<file path="src/rtl/recording_player.sv">
// Plays back a saved recording of {note, duration} words from one of three slots.
// Each word sounds for `duration` timebase ticks; a zero duration marks the end of the recording.
module recording_player #(
    parameter int unsigned IDX_W = 6,
    parameter int unsigned DUR_W = 12
) (
    input  logic               CLOCK_50,
    input  logic               resetn,
    input  logic               play,
    input  logic               stop,
    input  logic [1:0]         slot_sel,
    input  logic               tick,
    output logic [IDX_W+1:0]   rd_addr,
    input  logic [DUR_W+3:0]   rd_data,
    output logic [3:0]         note_out,
    output logic               note_valid,
    output logic               busy,
    output logic               done
);

    typedef enum logic [2:0] {StIdle, StFetch, StLoad, StPlay, StDone} state_e;

    localparam logic [DUR_W-1:0] DurOne  = DUR_W'(1);
    localparam logic [IDX_W-1:0] IdxLast = {IDX_W{1'b1}};

    state_e           state_q;
    logic [1:0]       slot_q;
    logic [IDX_W-1:0] idx_q;
    logic [DUR_W-1:0] count_q;
    logic [3:0]       note_q;

    logic [3:0]       rd_note;
    logic [DUR_W-1:0] rd_dur;

    assign rd_note = rd_data[DUR_W+3:DUR_W];
    assign rd_dur  = rd_data[DUR_W-1:0];

    always_ff @(posedge CLOCK_50 or negedge resetn) begin
        if (!resetn) begin
            state_q <= StIdle;
            slot_q  <= 2'd0;
            idx_q   <= '0;
            count_q <= '0;
            note_q  <= 4'd0;
        end else begin
            case (state_q)
                StIdle: begin
                    if (play && !stop && (slot_sel != 2'd3)) begin
                        slot_q  <= slot_sel;
                        idx_q   <= '0;
                        state_q <= StFetch;
                    end
                end
                StFetch: begin
                    if (stop) begin
                        state_q <= StIdle;
                        note_q  <= 4'd0;
                    end else begin
                        state_q <= StLoad;
                    end
                end
                StLoad: begin
                    if (stop) begin
                        state_q <= StIdle;
                        note_q  <= 4'd0;
                    end else if (rd_dur == '0) begin
                        state_q <= StDone;
                        note_q  <= 4'd0;
                    end else begin
                        note_q  <= rd_note;
                        count_q <= rd_dur;
                        state_q <= StPlay;
                    end
                end
                StPlay: begin
                    // Stop wins over a coincident tick: the count is left untouched.
                    if (stop) begin
                        state_q <= StIdle;
                        note_q  <= 4'd0;
                    end else if (tick) begin
                        count_q <= count_q - DurOne;
                        if (count_q == DurOne) begin
                            if (idx_q == IdxLast) begin
                                state_q <= StDone;
                                note_q  <= 4'd0;
                            end else begin
                                idx_q   <= idx_q + 1'b1;
                                state_q <= StFetch;
                            end
                        end
                    end
                end
                StDone: begin
                    note_q  <= 4'd0;
                    state_q <= StIdle;
                end
                default: begin
                    state_q <= StIdle;
                    note_q  <= 4'd0;
                end
            endcase
        end
    end

    assign rd_addr    = {slot_q, idx_q};
    assign note_out   = note_q;
    assign note_valid = (state_q == StPlay) && (note_q != 4'd0);
    assign busy       = (state_q == StFetch) || (state_q == StLoad) || (state_q == StPlay);
    assign done       = (state_q == StDone);

endmodule

</file>
<file path="config.mk">
export PLATFORM = sky130hd
export DESIGN_NAME = recording_player
export DESIGN_NICKNAME = d
export VERILOG_FILES = /design/src/rtl/recording_player.sv
export SDC_FILE = /design/constraint.sdc
export NUM_CORES = 1
export LEC_CHECK = 0
export BUFFER_PORTS_ARGS = -buffer_cell sky130_fd_sc_hd__buf_2
export CELL_PAD_IN_SITES_DETAIL_PLACEMENT = 2
export CELL_PAD_IN_SITES_GLOBAL_PLACEMENT = 2
export CORE_MARGIN = 2
export CORE_UTILIZATION = 29
export CTS_CLUSTER_SIZE = 28
export DETAILED_ROUTE_END_ITERATION = 7
export PLACE_DENSITY_LB_ADDON = 0.1
export SYNTH_ARGS = -nofsm -noshare
export SYNTH_HDL_FRONTEND = slang
export SYNTH_SLANG_ARGS = --single-unit
</file>
<file path="constraint.sdc">
create_clock -name CLOCK_50 -period 1.82 [get_ports CLOCK_50]
set_input_delay 0.364 -clock CLOCK_50 [delete_from_list [all_inputs] [get_ports CLOCK_50]]
set_output_delay 0.364 -clock CLOCK_50 [all_outputs]
set_load 0.02 [all_outputs]
</file>
Word level (Yosys, flattened, before mapping)
Index checks and enable logic that the tools add are counted.
{"block": "word_totals", "elab_cells": 70, "output_inout_bits": 15, "input_bits": 23, "reg_bits": 27}
{"block": "classes", "eq_ne": 18, "addsub": 2, "n_mux": 28, "reduce_logical": 16, "bitwise_logic": 1}
{"operator": "$mux 12", "count": 4}
{"operator": "$mux 6", "count": 5}
{"operator": "$mux 4", "count": 7}
{"operator": "$pmux 12 s2", "count": 1}
{"operator": "$mux 3", "count": 7}
{"operator": "$ne 2x2->1 const B", "count": 9}
{"operator": "$pmux 4 s4", "count": 1}
{"operator": "$eq 12x1->1 const B", "count": 1}
{"operator": "$logic_not 12->1", "count": 1}
{"operator": "$pmux 3 s4", "count": 1}
{"operator": "$pmux 6 s2", "count": 1}
{"operator": "$sub 12x1->12 const B", "count": 1}
{"operator": "$reduce_and 5->1", "count": 2}
{"operator": "$ne 3x3->1 const B", "count": 3}
{"operator": "$add 6x1->6 const B", "count": 1}
{"operator": "$eq 3x2->1 const B", "count": 2}
{"operator": "$eq 6x6->1 const B", "count": 1}
{"operator": "$reduce_and 6->1", "count": 1}
{"operator": "$reduce_bool 2->1", "count": 2}
{"operator": "$reduce_bool 4->1", "count": 1}
{"operator": "$eq 3x1->1 const B", "count": 1}
{"operator": "$eq 3x3->1 const B", "count": 1}
{"operator": "$logic_and 1x1->1", "count": 3}
{"operator": "$logic_not 3->1", "count": 1}
{"operator": "6 further kinds", "count": 7}

Depth between registers and ports, before layout
{"block": "depth", "depth_word": 6, "depth_mapped": 7, "mapped_depth_nobuf": 6}

Least setup slack after synthesis
No wires, ideal clock.
{"block": "synth_timing", "path_kind": "register -> register", "startpoint": "register count_q[0]", "endpoint": "register count_q[6]", "setup_slack_ns": 0.091, "synth_period_minus_slack_ns": 1.729, "setup_time_ns": 0.121, "required_ns": 1.699, "t_arrival_ns": 1.608, "path_buffers": 0, "stages_incl_launch_ff": 7, "path_cell_list": "dfrtp_1 > inv_1 > ha_1 > nor3b_1 > and3_1 > a21oi_1 > o22a_1"}
{"block": "synth_between", "elab_chain_len": 4}
{"item": "start, declared", "line_no": "29", "rtl": "logic [DUR_W-1:0] count_q;"}
{"item": "start signal, assigned", "line_no": "71", "rtl": "count_q <= rd_dur;"}
{"item": "start signal, assigned", "line_no": "81", "rtl": "count_q <= count_q - DurOne;"}
{"item": "$sub 12x1->12", "line_no": "81"}
{"item": "$mux 12", "line_no": "80", "rtl": "end else if (tick) begin"}
{"item": "$mux 12", "line_no": "77", "rtl": "if (stop) begin"}
{"item": "$pmux 12 s2", "line_no": "46", "rtl": "case (state_q)"}
No other way between the ends. The select of a mux whose other input is x is not followed.
A chain may end at the register's enable or synchronous reset.

Final worst setup path
{"block": "layout_timing", "startpoint": "register count_q[10]", "endpoint": "register state_q[2]"}
{"block": "layout_between", "elab_chain_len": 3}
{"item": "$eq 12x1->1", "line_no": "82", "rtl": "if (count_q == DurOne) begin"}
{"item": "$ne 3x3->1 (no line)"}
{"item": "$reduce_and 3->1 (no line)"}
{"item": "end signal, assigned", "line_no": "78", "rtl": "state_q <= StIdle;"}
{"item": "end signal, assigned", "line_no": "84", "rtl": "state_q <= StDone;"}
{"item": "end signal, assigned", "line_no": "88", "rtl": "state_q <= StFetch;"}
{"item": "end, declared", "line_no": "26", "rtl": "state_e state_q;"}
No other way between the ends.

==> results.md <==
* Status: complete, but fails checks
* Failing checks: negative setup slack
* Lkg Pwr at 1.15 nW
* Setup ws final at -0.0405 ns
* Avg Cell Area, Syn at 8.76 um2
* Unrepaired setup endpoints after global routing: yes
* P per Cell Area at 1260 nW/um2
* Fin crit period at 1.86 ns
* Met1 GRT Util at approximately 27%
* Die Span Y at 83.1 um
* Post-route ant nets at 0
* Synth area leaders: dfrtp_1, nand2_1, nand3_1
* Die ar. at roughly 6900 um2
* Top-level port count at 38
* Global-route wire length before repair at 11.0 mm
* Final setup violation count at 2
* Met3 usage at 2.09%
* Slew HR at 54.5%
* Initial antenna violation count at 0
* Number of global-route vias before repair at 2108
* Worst-path clk slew at 0.11 ns
* CTS tree: built
* Synth Flop Type: dfrtp_1
* Number of remaining DRC errors at 0
* Worst Hold Class: in2async
* GRT Resource Usage Total at roughly 20%
* Routed WL at 7.37 mm
* Pre-Repair DR Iteration Count at 4
* Layout cell share with drive strength beyond 1 at 37.9%
* CP startpoint kind: register
* Most Used Layer, Global Route: met2
* Post-synth top area cell: dfrtp_1
* Power Total at ~0.0032 W
* CP Class: reg2reg
* Post-synthesis sequential area ratio at 37.2%
* CTS H-tree lvls at 1
* Mapped Nets at roughly 230
* HPWL after DPL at 4.82 mm
* Grt met2 use at 33.8%
* Worst Tran Pin Value at about 0.68 ns
* WP data arrival at about 2.1 ns
* Die W at 83.1 um
* Pins Over Slew Limit at 0
* Worst vdd ir at between 400 and 500 uV
* Setup Skew at 0.00357 ns
* Clk root buf: clkbuf_8
* Ant diodes at 0
* Via count at 2035
* Crit path capture type: register
* Number of synthesized flops with an enable pin at 0
* Largest net degree at the start of global routing at 28
* CORE AREA at 5990 um2
* Inserted Clock Buffers at 3
* Routed vias/inst at 5.65
* Mapped Cells at between 200 and 250
* Post-synth ARST share at 100%
* Remaining Overflow, GRT at 0
* Clock latency at the later pin of the worst-skew pair at 0.29 ns
* # nets final at 312
* Cell Rows at 28
* Final worst path period share at 102%
* Critical path peak fanout at 5
* Fin cells at 360
* Setup TNS at -0.0714 ns
* Gpl congestion at 0.748
* Routed len/inst at 20.5 um
* Synth top area share at 37.2%
* Fin. Hold Viols at 0
* I/O Buffers at 37
* Worst hold margin at 0.103 ns
* Fmax at 537 MHz
* CTS sink count at 27
* Clock tree buffer depth at 2
* YS warnings at 0
* Starting Density at 30.3%
* Iter 0 DRT Violations at 75
* Setup WS pre-CTS at -0.0626 ns
* Post-cts hold buffer count at 0
* P&R area growth vs syn at 40.9%
* Synthesized flop and latch total at 27
* CP required at 2.04 ns
* Dpl cells at 343
* Post-Syn Area at 1810 um2
* Max-Cap Viols at 0
* Distinct cells, synth at 50
## final timing paths
path	startpoint	endpoint	slack, ns	cells after the start
max	count_q[10]$_DFFE_PN0P_	state_q[2]$_DFFE_PN0P_	-0.04	5
min	resetn	idx_q[3]$_DFFE_PN0P_	0.10	1
min reg2reg	slot_q[1]$_DFFE_PN0P_	slot_q[1]$_DFFE_PN0P_	0.49	2
max reg2reg	count_q[10]$_DFFE_PN0P_	state_q[2]$_DFFE_PN0P_	-0.04	5
max in group asynchronous	resetn	state_q[0]$_DFFE_PN0P_	1.24	1
min in group CLOCK_50	slot_sel[1]	slot_q[1]$_DFFE_PN0P_	0.28	3
## cell usage in the layout, fill, tap and decap left out, types with 7 or more instances in the layout
cell type	synthesis	final
nor3_1	9	9
buf_4	1	43
nor2_1	16	15
dfrtp_1	27	26
nand2_1	22	22
a21oi_1	7	7
o21ai_0	8	8
nand3_1	15	15
buf_2	5	37
## what timing repair did
action | in CTS | in global routing
buffers inserted | 3 | 8
hold endpoints to repair | 0 | 0
setup endpoints to repair | 11 | 16
cloned | 1 | 1
pin swaps | 0 | 5
resized for setup | 5 | 14
## through the flow
stage	utilization (%)	instance area, um2
after floorplan	-	1810
after global placement	38.7	2320
after detailed placement	38.7	2320
after CTS	40.4	2420
after global routing	42.7	2560
final	42.7	2560
## where the power goes
part / leakage (nW) / switching (W) / internal [W]
clock: 0.0228 / 0.000226 / 0.000158
sequential: 0.341 / 0.000249 / 0.000803
combinational: 0.789 / 0.000989 / 0.000783
## routing by layer
layer	share of wire (%)	wire [um]	vias to the layer above
met5	0	0	-
met4	1.6	119	0
met3	2.4	177	12
met2	51	3770	39
met1	45	3300	1036
li1	-	-	948
## synthesized netlist by cell type, drive strengths merged (3+ instances only)
master,instances
nand4,5
and3,5
clkbuf,4
a21oi,7
o21ai,10
nor2,16
nand3,16
nor3,11
or3,4
ha,3
nand2b,4
a31oi,3
a2bb2oi,6
buf,7
o2111ai,4
nor4,9
nand2,22
dfrtp,27
inv,7
o31ai,7
## registers in the layout, indices dropped and copies added, names as in the netlist
signal	cells
state_q	3
note_out	4
idx_q	6
count_q	12
slot_q	2
## critical path, stage by stage, from the launching register on
cell,delay [ns]
dfrtp_1,0.44
nor4_4,0.43
buf_4,0.19
nand4_2,0.18
or3_1,0.38
a21oi_1,0.16
## cell type report
cell class | instances | area [um2]
tap | 75 | 93.8
sequential | 27 | 677
clock buffer | 4 | 45.0
timing repair buffer | 84 | 562
inverter | 7 | 26.3
multi-input combinational | 163 | 1150
fill | 685 | 3430
## cell families after synthesis
group,share of synthesized area (%)
flip-flops,37.2
adder cells (fa/ha/maj),2.07
AO/OA/AOI/OAI,22.5
multiplexers,1.72
buffers and inverters,4.28
AND/OR/NAND/NOR,32.2
Power figures use the tool's default switching activity.
